## config.mk

```make
export PLATFORM = sky130hd
export DESIGN_NAME = mem_write_monitor
export DESIGN_NICKNAME = d
export VERILOG_FILES = /design/src/rtl/mem_write_monitor.sv
export SDC_FILE = /design/constraint.sdc
export NUM_CORES = 1
export LEC_CHECK = 0
export CAP_MARGIN = 25
export CORE_ASPECT_RATIO = 1.1
export CORE_MARGIN = 2
export CORE_UTILIZATION = 30
export CTS_BUF_LIST = sky130_fd_sc_hd__clkbuf_4 sky130_fd_sc_hd__clkbuf_8 sky130_fd_sc_hd__clkbuf_16
export DETAILED_ROUTE_END_ITERATION = 8
export HOLD_SLACK_MARGIN = 0.06
export SETUP_SLACK_MARGIN = 0.1
export SYNTH_ARGS = -nofsm -noshare
export SYNTH_HDL_FRONTEND = slang
export SYNTH_SLANG_ARGS = --single-unit
```

## constraint.sdc

```tcl
create_clock -name clk -period 8.1 [get_ports clk]
set_input_delay 0.81 -clock clk [delete_from_list [all_inputs] [get_ports clk]]
set_output_delay 0.81 -clock clk [all_outputs]
set_load 0.01 [all_outputs]
```

## src/rtl/mem_write_monitor.sv

```systemverilog
// Memory-write bus monitor: captures output-window writes into a FWFT FIFO,
// detects the program halt write and ends runs that never halt with a watchdog.
module mem_write_monitor #(
    parameter int unsigned    N              = 16,
    parameter int unsigned    A              = 16,
    parameter int unsigned    DEPTH          = 8,
    parameter logic [A-1:0]   OUT_BASE       = A'(16'hFF00),
    parameter logic [A-1:0]   OUT_MASK       = A'(16'hFF00),
    parameter logic [A-1:0]   HALT_ADDR      = A'(16'hFFFF),
    parameter bit             CAPTURE_ALL    = 1'b0,
    parameter int unsigned    TIMEOUT_CYCLES = 1000
) (
    input  logic                         clk,
    input  logic                         rst,
    input  logic                         start,
    input  logic                         mw,
    input  logic [A-1:0]                 addr,
    input  logic [N-1:0]                 wd,
    input  logic                         pop,
    output logic [N-1:0]                 rd_data,
    output logic [A-1:0]                 rd_addr,
    output logic                         empty,
    output logic                         full,
    output logic [$clog2(DEPTH+1)-1:0]   count,
    output logic                         overflow,
    output logic                         halted,
    output logic                         timed_out,
    output logic [N-1:0]                 halt_code,
    output logic [15:0]                  write_cnt
);

    localparam int unsigned CW = $clog2(DEPTH + 1);
    localparam int unsigned PW = $clog2(DEPTH);
    localparam int unsigned TW = 32;

    localparam logic [1:0] S_IDLE    = 2'd0;
    localparam logic [1:0] S_RUN     = 2'd1;
    localparam logic [1:0] S_HALTED  = 2'd2;
    localparam logic [1:0] S_TIMEOUT = 2'd3;

    logic [1:0]    state_q, state_d;
    logic [TW-1:0] cyc_q;
    logic [PW-1:0] wr_ptr, rd_ptr;
    logic [CW-1:0] count_d;
    logic [A-1:0]  mem_addr [DEPTH];
    logic [N-1:0]  mem_data [DEPTH];

    logic in_run, halt_wr, tmo_hit, enter_run, capture, do_pop, do_push;

    assign in_run    = (state_q == S_RUN);
    assign halt_wr   = mw && (addr == HALT_ADDR);
    assign tmo_hit   = (TIMEOUT_CYCLES != 0) && (cyc_q == TW'(TIMEOUT_CYCLES - 1));
    assign enter_run = start && !in_run;
    assign capture   = in_run && mw && !halt_wr &&
                       (((addr & OUT_MASK) == OUT_BASE) || CAPTURE_ALL);
    assign do_pop    = pop && !empty;
    assign do_push   = capture && (!full || do_pop);

    assign rd_data = mem_data[rd_ptr];
    assign rd_addr = mem_addr[rd_ptr];

    // State register
    always_ff @(posedge clk or posedge rst) begin
        if (rst) state_q <= S_IDLE;
        else     state_q <= state_d;
    end

    // Next state; halt takes priority over the watchdog on the same edge
    always_comb begin
        state_d = state_q;
        case (state_q)
            S_RUN: begin
                if (halt_wr)      state_d = S_HALTED;
                else if (tmo_hit) state_d = S_TIMEOUT;
            end
            default: begin
                if (start) state_d = S_RUN;
            end
        endcase
    end

    always_comb begin
        count_d = count;
        case ({do_push, do_pop})
            2'b10:   count_d = count + CW'(1);
            2'b01:   count_d = count - CW'(1);
            default: count_d = count;
        endcase
    end

    // FIFO storage carries no reset; contents are only observable when non-empty
    always_ff @(posedge clk) begin
        if (do_push) begin
            mem_addr[wr_ptr] <= addr;
            mem_data[wr_ptr] <= wd;
        end
    end

    always_ff @(posedge clk or posedge rst) begin
        if (rst) begin
            cyc_q     <= '0;
            write_cnt <= '0;
            overflow  <= 1'b0;
            halt_code <= '0;
            wr_ptr    <= '0;
            rd_ptr    <= '0;
            count     <= '0;
            empty     <= 1'b1;
            full      <= 1'b0;
            halted    <= 1'b0;
            timed_out <= 1'b0;
        end else begin
            if (enter_run)   cyc_q <= '0;
            else if (in_run) cyc_q <= cyc_q + TW'(1);

            if (enter_run)
                write_cnt <= '0;
            else if (in_run && mw && (write_cnt != 16'hFFFF))
                write_cnt <= write_cnt + 16'd1;

            if (enter_run)                        overflow <= 1'b0;
            else if (capture && full && !do_pop)  overflow <= 1'b1;

            if (in_run && halt_wr) halt_code <= wd;

            if (do_push) wr_ptr <= wr_ptr + PW'(1);
            if (do_pop)  rd_ptr <= rd_ptr + PW'(1);
            count     <= count_d;
            empty     <= (count_d == '0);
            full      <= (count_d == CW'(DEPTH));
            halted    <= (state_d == S_HALTED);
            timed_out <= (state_d == S_TIMEOUT);
        end
    end

endmodule

```

==> flow_summary_export.csv <==
group,metric,value,unit
drt,drt-wirelength-per-cell,20.2,µm
floorplanning,start_util,0.303,
grt,grt_max_degree,67,
worst_setup_path,cp-start-kind,"register",
clocking,cts_root_buf,"clkbuf_16",
worst_setup_path,cp_data_required_time,7.29,ns
sta,slew_violations,0,
min_path,hp-class,"register to register",
grt,grt_pass1_vias,7981,
synthesis,synth_fp_nets,819,
sta,finalSetupTns,0,ns
status,status,"finished, final reports clean",
pwr,pwr-share-comb,0.227,
clocking,cts-hold-fix-buffers,0,
synthesis,synthArstFlopShare,0.240,
clocking,clk_latency,0.55,ns
sta,rsz0062_at_grt,"false",
finish,final_layout_size_suffix_gt1_frac,0.222,
sta,period_share,0.539,
synthesis,syn_inst,775,
pwr,p_int,3.59,mW
synthesis,synth_warnings,0,
floorplanning,rows,82,
drt,drc,0,
worst_setup_path,crit_path_end_kind,"output pin",
synthesis,synth_cell_types,53,
worst_setup_path,critPathMaxFanout,35,
worst_setup_path,arrival,3.55,ns
sta,fin_skew,0.0156,ns
grt,antenna_found_initial,1,
grt,grt.total_usage,0.130,
synthesis,synthMuxAreaShare,0.164,
job,maxCapViolations,0,
drt,wl,30800,µm
synthesis,yosys.area_share.simple,0.0737,
synthesis,ys_seq_area_frac,0.706,
sta,post-route-min-period,4.36,ns
sta,whs,0.480,ns
finish,area_growth,22.4,%
clocking,cts_buffer_depth,3,
worst_setup_path,path_class,"register to output pin",
clocking,cts_tree,"yes",
finish,multiInputGateArea,3930,µm²
pwr,pwr-share-clk,0.334,
finish,instances_no_fill,1523,
synthesis,synth_top_family_by_area,"multiplexers",
drt,drtIter0Drc,585,
synthesis,synth-edff-count,256,
synthesis,synth-xor-area-share,0.00509,
clocking,ctsResizeCount,0,
drt,via_count,7506,
floorplanning,core,45500,µm²
clocking,htreeDepth,2,
floorplanning,io-pin-count,110,
floorplanning,die_y,229,µm
pwr,power_switching_share,0.273,
drt,firstDrtPassIters,5,
floorplanning,die-area,47600,µm²
grt,grt-ovfl-total,0,
pwr,peakVddDrop,0.000153,V
floorplanning,chipWidth,208,µm
clocking,clock_sinks,337,
sta,hold_viol_final,0,
pwr,total_leakage_power,5.86,nW
synthesis,synth_ff_type,"edfxtp_1",
grt,grt_pass1_wl,47600,µm
clocking,postCtsSetupBuffers,0,
place,place_inst,1453,
finish,insertedDiodeCount,0,
synthesis,ys_ff_latch,337,
place,io_buffer_count,109,
sta,clock.fmax,229,MHz
finish,finalNetCount,951,
drt,avgViaCountPerCell,4.93,
finish,regArea,9720,µm²
pwr,switching_power,1.35,mW
sta,slew_headroom,0.305,
finish,fillers,4174,
place,gp_congestion,0.775,
clocking,clk_pin_slew,0.06,ns
place,dpl.hpwl,18600,µm
sta,tightest_slew,1.03,ns
pwr,p_seq_frac,0.439,
synthesis,synth_fa_ha_area_frac,0.00636,
sta,setup_viol,0,
clocking,cts_buffers,38,
synthesis,netlist_area,13800,µm²
synthesis,synth_compound_area_frac,0.0330,
synthesis,avgSynthCellArea,17.8,µm²
pwr,power_density,293,nW/µm²
drt,drt.antenna.violating_nets,0,
[routing by layer]
metal  track usage  vias up  part of all wire
li1              -     3398                 -
met1         0.175     3869              0.44
met2         0.211      197              0.49
met3        0.0258       42             0.050
met4        0.0427        0             0.021
met5             0        -                 0
[power groups by stage]
stage	Clock [mW]	Combinational, mW	Sequential (mW)
detailed placement	0	1.14	2.21
finish	1.65	1.12	2.17
global route	1.77	1.21	2.20
floorplan	0	0.788	2.03
global placement	0	1.14	2.21
CTS	1.70	1.15	2.18
[final cells by class]
cell class,count,share of cell area
Clock inverter,14,0.00691
Multi-Input combinational cell,399,0.233
Inverter,8,0.00186
Clock buffer,54,0.0640
Tap cell,588,0.0437
Timing Repair Buffer,123,0.0729
Sequential cell,337,0.577
[flip-flops by register name, summed over array words and instances, names as in the netlist]
| register | flops |
|---|---|
| halt_code | 16 |
| mem_addr | 128 |
| full | 1 |
| empty | 1 |
| count | 4 |
| overflow | 1 |
| rd_ptr | 3 |
| wr_ptr | 3 |
| write_cnt | 16 |
| state_q | 2 |
| timed_out | 1 |
| halted | 1 |
| cyc_q | 32 |
| mem_data | 128 |
[metrics by stage]
step	power (mW)	area, µm²	setup slack (ns)	util
after floorplan	2.82	13800	2.83	-
after global placement	3.35	15600	3.69	0.343
after detailed placement	3.36	15600	3.54	0.344
after CTS	5.03	16800	3.59	0.370
after global routing	5.18	16800	3.49	0.371
final	4.94	16800	3.74	0.371
[final timing paths]
path / end / slack [ns] / start / cells past startpoint
worst max register to register: empty / 4.41 / state_q[1] / 9
min in group asynchronous: timed_out / 0.60 / rst / 2
worst min-delay path: cyc_q[31] / 0.48 / cyc_q[31] / 1
worst min register to register: cyc_q[31] / 0.48 / cyc_q[31] / 1
worst max-delay path: rd_data[5] / 3.74 / rd_ptr[0] / 4
max in group asynchronous: rd_ptr[0] / 6.28 / rst / 3
[worst max-delay path: stages (launching register included)]
cell and delay [ns]:
dfrtp_4 0.87, buf_4 0.70, mux4_2 0.57, mux2_2 0.34, clkdlybuf4s50_1 0.50
[layout by cell type, fill, tap and decap left out, types with 6 or more instances in the layout]
master	netlist	layout
nor3_1	11	7
nand3_1	18	18
nand4_1	29	29
clkbuf_16	0	38
o211ai_1	9	9
mux2i_1	19	19
xnor2_1	7	7
nand2_1	53	53
and4_1	7	7
mux2_4	16	16
nand2b_1	9	9
inv_1	8	7
nor2_1	14	11
mux4_2	64	64
mux2_2	34	34
o31ai_1	13	13
clkbuf_4	0	15
ha_1	7	7
edfxtp_1	256	256
buf_4	0	10
clkdlybuf4s50_1	0	109
and3_1	10	10
dfrtp_1	80	77
a21oi_1	12	12
clkinv_1	0	6
o21ai_0	12	12
nor4_1	8	7
[synthesized netlist by cell type (all sizes together), types with 3 or more instances]
cell	instances	area [µm²]
inv	8	30.0
o211ai	9	67.6
a211o	3	26.3
and3	10	62.6
a21oi	12	60.1
clkbuf	23	86.3
a31oi	3	18.8
xnor2	7	61.3
nand2b	9	56.3
ha	7	87.6
o31ai	13	97.6
buf	8	51.3
nand2	53	199
nand3	18	90.1
nor3	11	55.1
nor4	9	62.6
edfxtp	256	7690
mux2	50	623
dfrtp	80	2000
nand4	29	181
mux4	64	1440
or4	4	33.8
and4b	4	40.0
o21ai	12	60.1
or3	3	18.8
nor2	14	52.6
and2	4	25.0
mux2i	19	190
and4	7	61.3
[logic make-up (layout without fill, tap and decap cells)]
| family | count (synthesis) | in the layout |
|---|---|---|
| DFF | 337 | 337 |
| and+or+nand+nor | 185 | 185 |
| xor gates and xnor gates | 8 | 8 |
| muxes | 133 | 133 |
| adders and majority gates | 7 | 7 |
| buffers and inverters | 39 | 199 |
| AOI/OAI and AO/OA | 66 | 66 |
Power figures use the tool's default switching activity.
